$ cat src/rtl/fp_pkg.sv
// Shared floating-point types and helpers for the NLA arithmetic pipes.
package fp_pkg;

  typedef enum logic [2:0] {
    FpZero,
    FpNorm,
    FpInf,
    FpQnan,
    FpSnan
  } fp_class_e;

  typedef struct packed {
    logic invalid;
    logic overflow;
    logic underflow;
    logic inexact;
  } fp_flags_t;

  function automatic int unsigned fp_bias(input int unsigned exp_w);
    return (32'd1 << (exp_w - 1)) - 32'd1;
  endfunction

  // Canonical quiet NaN: sign 0, exponent all ones, fraction MSB only.
  function automatic logic [63:0] fp_qnan(input int unsigned exp_w, input int unsigned man_w);
    logic [63:0] v;
    v = ((64'd1 << exp_w) - 64'd1) << man_w;
    v = v | (64'd1 << (man_w - 1));
    return v;
  endfunction

  // Subnormals (exp == 0) classify as zero: the datapath flushes them.
  function automatic fp_class_e fp_classify(input logic exp_zero, input logic exp_ones,
                                            input logic man_zero, input logic man_msb);
    if (exp_zero)      return FpZero;
    else if (!exp_ones) return FpNorm;
    else if (man_zero) return FpInf;
    else if (man_msb)  return FpQnan;
    else               return FpSnan;
  endfunction

endpackage

$ cat src/rtl/fp_round_pack.sv
// Final multiplier stage: normalise, round-to-nearest-even, exception select, pack.
module fp_round_pack
  import fp_pkg::*;
#(
  parameter int unsigned EXP_W = 8,
  parameter int unsigned MAN_W = 23,
  localparam int unsigned DATA_W = 1 + EXP_W + MAN_W,
  localparam int unsigned PW = 2 * (MAN_W + 1),
  localparam int unsigned SW = EXP_W + 2
) (
  input  logic                 sign,
  input  logic                 special,
  input  logic                 spec_invalid,
  input  logic [DATA_W-1:0]    spec_result,
  input  logic signed [SW-1:0] exp_in,
  input  logic [PW-1:0]        prod,
  output logic [DATA_W-1:0]    result,
  output fp_flags_t            flags
);

  localparam logic signed [SW-1:0] EXP_MAX  = SW'((1 << EXP_W) - 1);
  localparam logic signed [SW-1:0] EXP_ZERO = '0;

  logic [PW-1:0]        norm;
  logic [MAN_W-1:0]     frac;
  logic                 guard, sticky, round_up;
  logic [MAN_W:0]       frac_rnd;
  logic signed [SW-1:0] exp_norm, exp_fin;

  // Normalise so the hidden one sits at the product MSB, then round and classify.
  always_comb begin
    norm     = prod[PW-1] ? prod : (prod << 1);
    exp_norm = exp_in + $signed({{(SW-1){1'b0}}, prod[PW-1]});
    frac     = norm[PW-2 -: MAN_W];
    guard    = norm[PW-2-MAN_W];
    sticky   = |norm[PW-3-MAN_W:0];
    round_up = guard & (sticky | frac[0]);
    frac_rnd = {1'b0, frac} + {{MAN_W{1'b0}}, round_up};
    // Rounding carry-out leaves the fraction at zero and bumps the exponent.
    exp_fin  = exp_norm + $signed({{(SW-1){1'b0}}, frac_rnd[MAN_W]});
    result   = {sign, exp_fin[EXP_W-1:0], frac_rnd[MAN_W-1:0]};
    flags    = '0;
    if (special) begin
      result        = spec_result;
      flags.invalid = spec_invalid;
    end else if (exp_fin >= EXP_MAX) begin
      result         = {sign, {EXP_W{1'b1}}, {MAN_W{1'b0}}};
      flags.overflow = 1'b1;
      flags.inexact  = 1'b1;
    end else if (exp_fin <= EXP_ZERO) begin
      result          = {sign, {(DATA_W-1){1'b0}}};
      flags.underflow = 1'b1;
      flags.inexact   = 1'b1;
    end else begin
      flags.inexact = guard | sticky;
    end
  end

endmodule

$ cat src/rtl/fp_mul_pipe.sv
// Three-stage pipelined floating-point multiplier with valid/ready flow control.
module fp_mul_pipe
  import fp_pkg::*;
#(
  parameter int unsigned EXP_W = 8,
  parameter int unsigned MAN_W = 23,
  localparam int unsigned DATA_W = 1 + EXP_W + MAN_W
) (
  input  logic              clk_i,
  input  logic              rstn_i,
  input  logic              valid_i,
  output logic              ready_o,
  input  logic [DATA_W-1:0] a_i,
  input  logic [DATA_W-1:0] b_i,
  output logic              valid_o,
  input  logic              ready_i,
  output logic [DATA_W-1:0] result_o,
  output logic [3:0]        flags_o
);

  localparam int unsigned PW = 2 * (MAN_W + 1);
  localparam int unsigned SW = EXP_W + 2;
  localparam int unsigned BIAS = fp_bias(EXP_W);
  localparam logic [DATA_W-1:0] QNAN = DATA_W'(fp_qnan(EXP_W, MAN_W));

  logic advance;
  assign advance = !valid_o || ready_i;
  assign ready_o = advance;

  // Stage 1 unpack
  logic              sa, sb, sign;
  logic [EXP_W-1:0]  ea, eb;
  logic [MAN_W-1:0]  ma, mb;
  fp_class_e         ca, cb;
  logic              any_nan, any_snan, inf_zero;
  logic              sp_d, sp_inv_d;
  logic [DATA_W-1:0] sp_res_d;
  logic signed [SW-1:0] esum_d;

  assign {sa, ea, ma} = a_i;
  assign {sb, eb, mb} = b_i;
  assign sign = sa ^ sb;

  // Classify operands and resolve NaN/Inf/zero results ahead of the datapath.
  always_comb begin
    ca       = fp_classify(ea == '0, &ea, ma == '0, ma[MAN_W-1]);
    cb       = fp_classify(eb == '0, &eb, mb == '0, mb[MAN_W-1]);
    any_nan  = (ca inside {FpQnan, FpSnan}) || (cb inside {FpQnan, FpSnan});
    any_snan = (ca == FpSnan) || (cb == FpSnan);
    inf_zero = (ca == FpInf && cb == FpZero) || (ca == FpZero && cb == FpInf);
    esum_d   = $signed({2'b00, ea}) + $signed({2'b00, eb}) - $signed(SW'(BIAS));
    sp_d     = 1'b0;
    sp_inv_d = 1'b0;
    sp_res_d = '0;
    if (any_nan || inf_zero) begin
      sp_d     = 1'b1;
      sp_res_d = QNAN;
      sp_inv_d = any_snan || inf_zero;
    end else if (ca == FpInf || cb == FpInf) begin
      sp_d     = 1'b1;
      sp_res_d = {sign, {EXP_W{1'b1}}, {MAN_W{1'b0}}};
    end else if (ca == FpZero || cb == FpZero) begin
      sp_d     = 1'b1;
      sp_res_d = {sign, {(DATA_W-1){1'b0}}};
    end
  end

  logic                 s1_valid, s1_sign, s1_special, s1_spec_inv;
  logic [DATA_W-1:0]    s1_spec_res;
  logic signed [SW-1:0] s1_exp;
  logic [MAN_W-1:0]     s1_ma, s1_mb;

  // Stage 1 register: unpacked operands and pre-resolved special result.
  always_ff @(posedge clk_i or negedge rstn_i) begin
    if (!rstn_i) begin
      s1_valid    <= 1'b0;
      s1_sign     <= 1'b0;
      s1_special  <= 1'b0;
      s1_spec_inv <= 1'b0;
      s1_spec_res <= '0;
      s1_exp      <= '0;
      s1_ma       <= '0;
      s1_mb       <= '0;
    end else if (advance) begin
      s1_valid    <= valid_i;
      s1_sign     <= sign;
      s1_special  <= sp_d;
      s1_spec_inv <= sp_inv_d;
      s1_spec_res <= sp_res_d;
      s1_exp      <= esum_d;
      s1_ma       <= ma;
      s1_mb       <= mb;
    end
  end

  logic                 s2_valid, s2_sign, s2_special, s2_spec_inv;
  logic [DATA_W-1:0]    s2_spec_res;
  logic signed [SW-1:0] s2_exp;
  logic [PW-1:0]        s2_prod;

  // Stage 2 register: full-width significand product.
  always_ff @(posedge clk_i or negedge rstn_i) begin
    if (!rstn_i) begin
      s2_valid    <= 1'b0;
      s2_sign     <= 1'b0;
      s2_special  <= 1'b0;
      s2_spec_inv <= 1'b0;
      s2_spec_res <= '0;
      s2_exp      <= '0;
      s2_prod     <= '0;
    end else if (advance) begin
      s2_valid    <= s1_valid;
      s2_sign     <= s1_sign;
      s2_special  <= s1_special;
      s2_spec_inv <= s1_spec_inv;
      s2_spec_res <= s1_spec_res;
      s2_exp      <= s1_exp;
      s2_prod     <= PW'({1'b1, s1_ma}) * PW'({1'b1, s1_mb});
    end
  end

  logic [DATA_W-1:0] rp_result;
  fp_flags_t         rp_flags;

  fp_round_pack #(
    .EXP_W(EXP_W),
    .MAN_W(MAN_W)
  ) u_round_pack (
    .sign        (s2_sign),
    .special     (s2_special),
    .spec_invalid(s2_spec_inv),
    .spec_result (s2_spec_res),
    .exp_in      (s2_exp),
    .prod        (s2_prod),
    .result      (rp_result),
    .flags       (rp_flags)
  );

  // Output register; bubbles carry zero result and flags.
  always_ff @(posedge clk_i or negedge rstn_i) begin
    if (!rstn_i) begin
      valid_o  <= 1'b0;
      result_o <= '0;
      flags_o  <= '0;
    end else if (advance) begin
      valid_o  <= s2_valid;
      result_o <= s2_valid ? rp_result : '0;
      flags_o  <= s2_valid ? rp_flags : 4'b0000;
    end
  end

endmodule

$ cat config.mk
export PLATFORM = sky130hd
export DESIGN_NAME = fp_mul_pipe
export DESIGN_NICKNAME = d
export VERILOG_FILES = /design/src/rtl/fp_pkg.sv /design/src/rtl/fp_round_pack.sv /design/src/rtl/fp_mul_pipe.sv
export SDC_FILE = /design/constraint.sdc
export NUM_CORES = 2
export LEC_CHECK = 0
export BUFFER_PORTS_ARGS = -buffer_cell sky130_fd_sc_hd__buf_2
export CORE_MARGIN = 8
export CORE_UTILIZATION = 65
export CTS_CLUSTER_DIAMETER = 50
export DETAILED_ROUTE_END_ITERATION = 16
export MAX_ROUTING_LAYER = met4
export PLACE_DENSITY = 0.81
export SYNTH_ARGS = -nofsm -noshare
export SYNTH_HDL_FRONTEND = slang
export SYNTH_SLANG_ARGS = --single-unit
$ cat constraint.sdc
create_clock -name clk_i -period 7.92 [get_ports clk_i]
set_input_delay 1.584 -clock clk_i [delete_from_list [all_inputs] [get_ports clk_i]]
set_output_delay 1.584 -clock clk_i [all_outputs]
set_load 0.03 [all_outputs]
---- Word-level counts from Yosys, hierarchy flattened ----
Cells that the tools add are included.
storage, ports and cells
  register bits after elaboration ......... 223
  logic and storage cells ................. 86
cells by class
  mux-type cells .......................... 28
  magnitude comparators ................... 2
  reductions and logical operators ........ 22
  bitwise logic cells ..................... 4
  multiply operators ...................... 1
  equality and inequality tests ........... 6
  add/subtract/negate cells ............... 5
operators with widths
  operator              count
  $mux 32               5
  $mux 31               2
  $mul 24x24->48        1
  $mux 47               1
  $logic_not 23->1      2
  $mux 3                9
  $add 23x1->24         1
  $reduce_or 23->1      1
  $add 10x2->10         2
  $logic_not 8->1       2
  $reduce_and 8->1      2
  $eq 3x2->1 const B    4
  $ge 10x9->1 const B   1
  $le 10x1->1 const B   1
  $mux 1                10
  $sub 9x7->10 const B  1
  $add 8x8->9           1
  $logic_or 1x1->1      8
  $eq 3x3->1 const B    2
  $logic_not 3->1       2
  $mux 4                1
  $reduce_bool 2->1     2
  $logic_and 1x1->1     2
  $or 1x1->1            2
  other kinds (3)       3

---- Depth between registers and ports, before layout ----
  depth after elaboration ................. 11
  gate-level depth with buffers ........... 26
  mapped depth without buffers ............ 24

---- By module ----
Synthesis repeated with hierarchy kept, for this count alone.
unflattened totals
  cell total of the unflattened synthesis .. 3167
  area total of the unflattened synthesis .. 27523.9 µm²
by module, submodules not included
  module         cells each  area an instance (µm²)  instances  sequential area each (µm²)
  fp_mul_pipe    2879        25567.0                 1          4129.0
  fp_round_pack  288         1956.9                  1          0.0

---- Worst setup path after synthesis ----
No wires, ideal clock.
  kind .................................... register -> register
  from .................................... register s1_ma[7]
  to ...................................... register s2_prod[44]
  library setup time ...................... 131 ps
  cell stages (with the launch flop) ...... 26
  data arrival time ....................... 6315 ps
  required time ........................... 7789 ps
  buffers on the path ..................... 3
  path slack .............................. 1474 ps
  cell sequence ........................... dfrtp_1 -> clkbuf_1 -> clkbuf_1 -> nand2_1 -> fa_1 -> inv_1 -> fa_1 -> inv_1 -> fa_1 -> inv_1 -> fa_1 -> fa_1 -> fa_1 -> inv_1 -> fa_1 -> inv_1 -> ha_1 -> clkbuf_1 -> nand2_1 -> nor4_1 -> o311ai_0 -> nand3_1 -> nand3_1 -> a211oi_1 -> and3_1 -> nor3_1
on the way
  word-level cells in the longest chain between the ends .. 1
RTL lines
  item                      line                RTL
  start: declaration        fp_mul_pipe.sv:71   logic [MAN_W-1:0] s1_ma, s1_mb;
  start signal: assignment  fp_mul_pipe.sv:91   s1_ma <= ma;
  $mul 24x24->48            fp_mul_pipe.sv:118  s2_prod <= PW'({1'b1, s1_ma}) * PW'({1'b1, s1_mb});
  end signal: assignment    fp_mul_pipe.sv:118
  end: declaration          fp_mul_pipe.sv:99   logic [PW-1:0] s2_prod;
Every way passes these cells.
A chain may end at the register's enable or synchronous reset.

---- Final worst setup path ----
  from .................................... register s1_mb[18]
  to ...................................... register s2_prod[44]
on the way
  word-level cells in the longest chain between the ends .. 1
RTL lines
  item                      line                RTL
  start: declaration        fp_mul_pipe.sv:71
  start signal: assignment  fp_mul_pipe.sv:92   s1_mb <= mb;
  $mul 24x24->48            fp_mul_pipe.sv:118
Every way passes these cells.

==> flow_metrics.py <==
metrics = {
    "grt": {
        "met2_usage_pct": 50.9,
        "grt_overflow": 0,
        "grt_antenna_before_repair": 0,
        "grtUsageMet1_pct": 40.0,
        "grt_pass1_vias": 22600,
        "grt_max_degree": 106,
        "grt-busiest-layer": "met2",
        "grt_pass1_wl_mm": 119,
        "met3_usage_pct": 6.43,
        "grt_use_total_pct": 32.9,
    },
    "place": {
        "detailed_place_hpwl_mm": 58.9,
        "gp_congestion": 0.992,
        "portBuffers": 105,
    },
    "sta": {
        "fin_worst_skew_ns": 0.0163,
        "maxSlewViolCount": 0,
        "fin_crit_sh_pct": 94.7,
        "final-setup-viol-count": 0,
        "fin_crit_ns": 7.50,
        "clock.fmax_ghz": 0.133,
        "finalHoldViolCount": 0,
        "rsz0062_at_grt": "no",
        "fin_setup_tns_ns": 0,
        "worst-slew-pin-transition_ns": 1.17,
        "slew-limit-headroom_pct": 21.7,
    },
    "setup_path": {
        "start_kind": "register",
        "worst-path-max-fanout": 22,
        "arrival_ns": 7.87,
        "cp-end-kind": "register",
        "cp.required_ns": 8.29,
        "worst-setup-path-type": "reg -> reg",
    },
    "logic_synthesis": {
        "synth_adder_area_share_pct": 44.9,
        "synth-simple-area-share_pct": 18.3,
        "synthMuxAreaShare_pct": 0.726,
        "synth.avg_cell_area_um2": 8.86,
        "ys_seq_elements": 165,
        "synthArstFlopShare_pct": 100,
        "synth_cells": 3032,
        "synthesis.area_um2": 26900,
        "ys_dominant_reg_cell": "dfrtp_1",
        "synth_top_family_by_area": "adder cells",
        "synthXorXnorAreaFrac_pct": 2.80,
        "syn_nets": 3775,
        "synth_warnings": 0,
        "synth_edf_count": 0,
        "synth_compound_area_share_pct": 7.08,
        "ys_seq_area_share_pct": 15.4,
        "synth_cell_types": 72,
    },
    "die": {
        "fp.dieW_um": 219,
        "die_h_um": 219,
        "rows": 74,
        "dieArea_um2": 48100,
        "core_area_um2": 40800,
        "ios": 106,
        "initial_core_util_pct": 65.8,
    },
    "clock_network": {
        "clk_pin_slew_ns": 0.07,
        "cts-root-buf": "clkbuf_16",
        "cts_buffers": 17,
        "cts_sinks": 165,
        "insertion_delay_ns": 0.47,
        "cts_tree": "done",
        "htree_levels": 4,
        "postCtsHoldBufs": 0,
        "cts.repair.resized": 0,
        "post_cts_buffers": 0,
        "cts.path.max_buffers": 2,
    },
    "detailed_routing": {
        "drc": 0,
        "wirelength_mm": 74.1,
        "drt_iter0_drc": 1770,
        "wl_per_cell_um": 20.6,
        "routed_via_density": 5.86,
        "vias": 21000,
        "firstDrtPassIters": 7,
        "ant_nets": 0,
    },
    "cells_and_area": {
        "drive_gt1_share_pct": 6.63,
        "syn2layout_area_growth_pct": 5.36,
        "final_nets": 3790,
    },
    "job": {
        "cap_violations": 0,
    },
    "status": {
        "status": "finished, final reports clean",
    },
    "min_path": {
        "hp-class": "reg -> reg",
    },
}
## state kept, by name, summed over array words and instances, names as in the netlist
signal and cells:
s1_spec_inv 1, s1_valid 1, s2_exp 10, s2_spec_res 3
s1_exp 10, s2_valid 1, flags_o 4, result_o 32
s1_ma 23, s2_special 1, s2_spec_inv 1, s1_spec_res 3
s2_sign 1, s1_special 1, valid_o 1, s1_sign 1
s2_prod 48, s1_mb 23
## per-layer routing
layer	share of wire, %	vias up
met1	38	10500
li1	-	9273
met2	47	1017
met4	6.9	0
met5	0	-
met3	8.5	270
## path summary, 6_finish.rpt
check                                startpoint         endpoint  slack [ns]  depth (start not counted)
worst max register to register        s1_mb[18]      s2_prod[44]        0.42                         22
worst min register to register  s2_spec_res[30]  s2_spec_res[30]        0.47                          2
max in group asynchronous                rstn_i         s1_mb[0]        5.20                          2
worst min-delay path            s2_spec_res[30]  s2_spec_res[30]        0.47                          2
min in group asynchronous                rstn_i     result_o[28]        1.22                          1
worst max-delay path                  s1_mb[18]      s2_prod[44]        0.42                         22
## cells in the mapped netlist, drive strengths merged (8+ instances only)
cell / number / area [um2]
and2: 238 / 1490
nor2: 117 / 447
a22o: 25 / 221
dfrtp: 165 / 4130
o21ai: 66 / 330
ha: 191 / 2390
nand2: 533 / 2000
nor4: 23 / 144
clkbuf: 129 / 484
nand2b: 8 / 50.1
xnor2: 52 / 463
a21o: 18 / 136
a221o: 8 / 80.1
and3: 10 / 62.6
xor2: 33 / 289
nand4: 32 / 215
a21oi: 113 / 566
nand3: 28 / 153
fa: 484 / 9690
o21bai: 10 / 75.1
nor2b: 8 / 50.1
o21a: 8 / 60.1
inv: 589 / 2210
nor3: 18 / 90.1
mux2i: 15 / 150
buf: 24 / 169
## per-stage QoR
| stage | instances | instance area (um2) | setup WS [ns] | hold WS [ns] | util [%] |
|---|---|---|---|---|---|
| after floorplan | 3032 | 26900 | 1.47 | 0.430 | - |
| after global placement | 3560 | 27800 | 0.639 | 0.450 | 68.0 |
| after detailed placement | 3560 | 27800 | 0.556 | 0.457 | 68.0 |
| after CTS | 3592 | 28300 | 0.505 | 0.472 | 69.3 |
| after global routing | 3592 | 28300 | 0.0685 | 0.504 | 69.3 |
| final | 3593 | 28300 | 0.423 | 0.469 | 69.3 |
## kinds of logic after synthesis
| family | after synthesis |
|---|---|
| xor gates and xnor gates | 85 |
| and+or+nand+nor | 1039 |
| muxes | 19 |
| buffers and inverters | 750 |
| DFF | 165 |
| AOI/OAI and AO/OA | 299 |
| adders and majority gates | 675 |
## worst max-delay path: stages, from the launching register on
cell,delay [ns]
dfrtp_1,0.97
inv_1,0.50
nor2_1,0.28
fa_1,0.42
inv_1,0.09
fa_1,0.39
inv_1,0.08
fa_1,0.43
fa_1,0.52
fa_1,0.43
fa_1,0.52
inv_1,0.06
fa_1,0.47
inv_1,0.04
ha_1,0.37
nand2_1,0.10
nor4_1,0.35
o311ai_0,0.27
nand3_1,0.28
nand3_1,0.18
a211oi_1,0.34
nor4b_1,0.09
nor3_1,0.21
## cell usage in the layout, fill, tap and decap left out, types with 4 or more instances in the layout
cell,n
clkbuf_16,17
nand4_1,31
a21o_1,17
xnor2_1,51
nor2_1,116
mux2_2,4
nor3_1,18
nand2b_1,8
o21ai_0,66
a21oi_1,113
nand2_1,533
a221o_1,8
o211ai_1,7
a22o_1,23
buf_2,104
ha_1,191
o21a_1,8
inv_6,4
fa_1,484
nor2b_1,7
and2_1,238
xor2_1,33
and3_1,10
clkinv_1,4
inv_1,589
buf_4,46
a211oi_1,5
nand3_1,27
nor4_1,23
dfrtp_1,163
mux2i_1,15
o21bai_1,10
o31ai_1,4
a31oi_1,6
o41ai_1,4
## cell type report
class	instances	area, um2
multi-input combinational	2117	19800
fill	3171	12500
sequential	165	4130
inverter	595	2240
timing repair buffer	151	877
tap	532	666
clock buffer	18	429
clock inverter	14	121
antenna	1	2.50
Power is not shown: default switching activity piles up to over one toggle a cycle in this logic, so the estimate is an artifact.
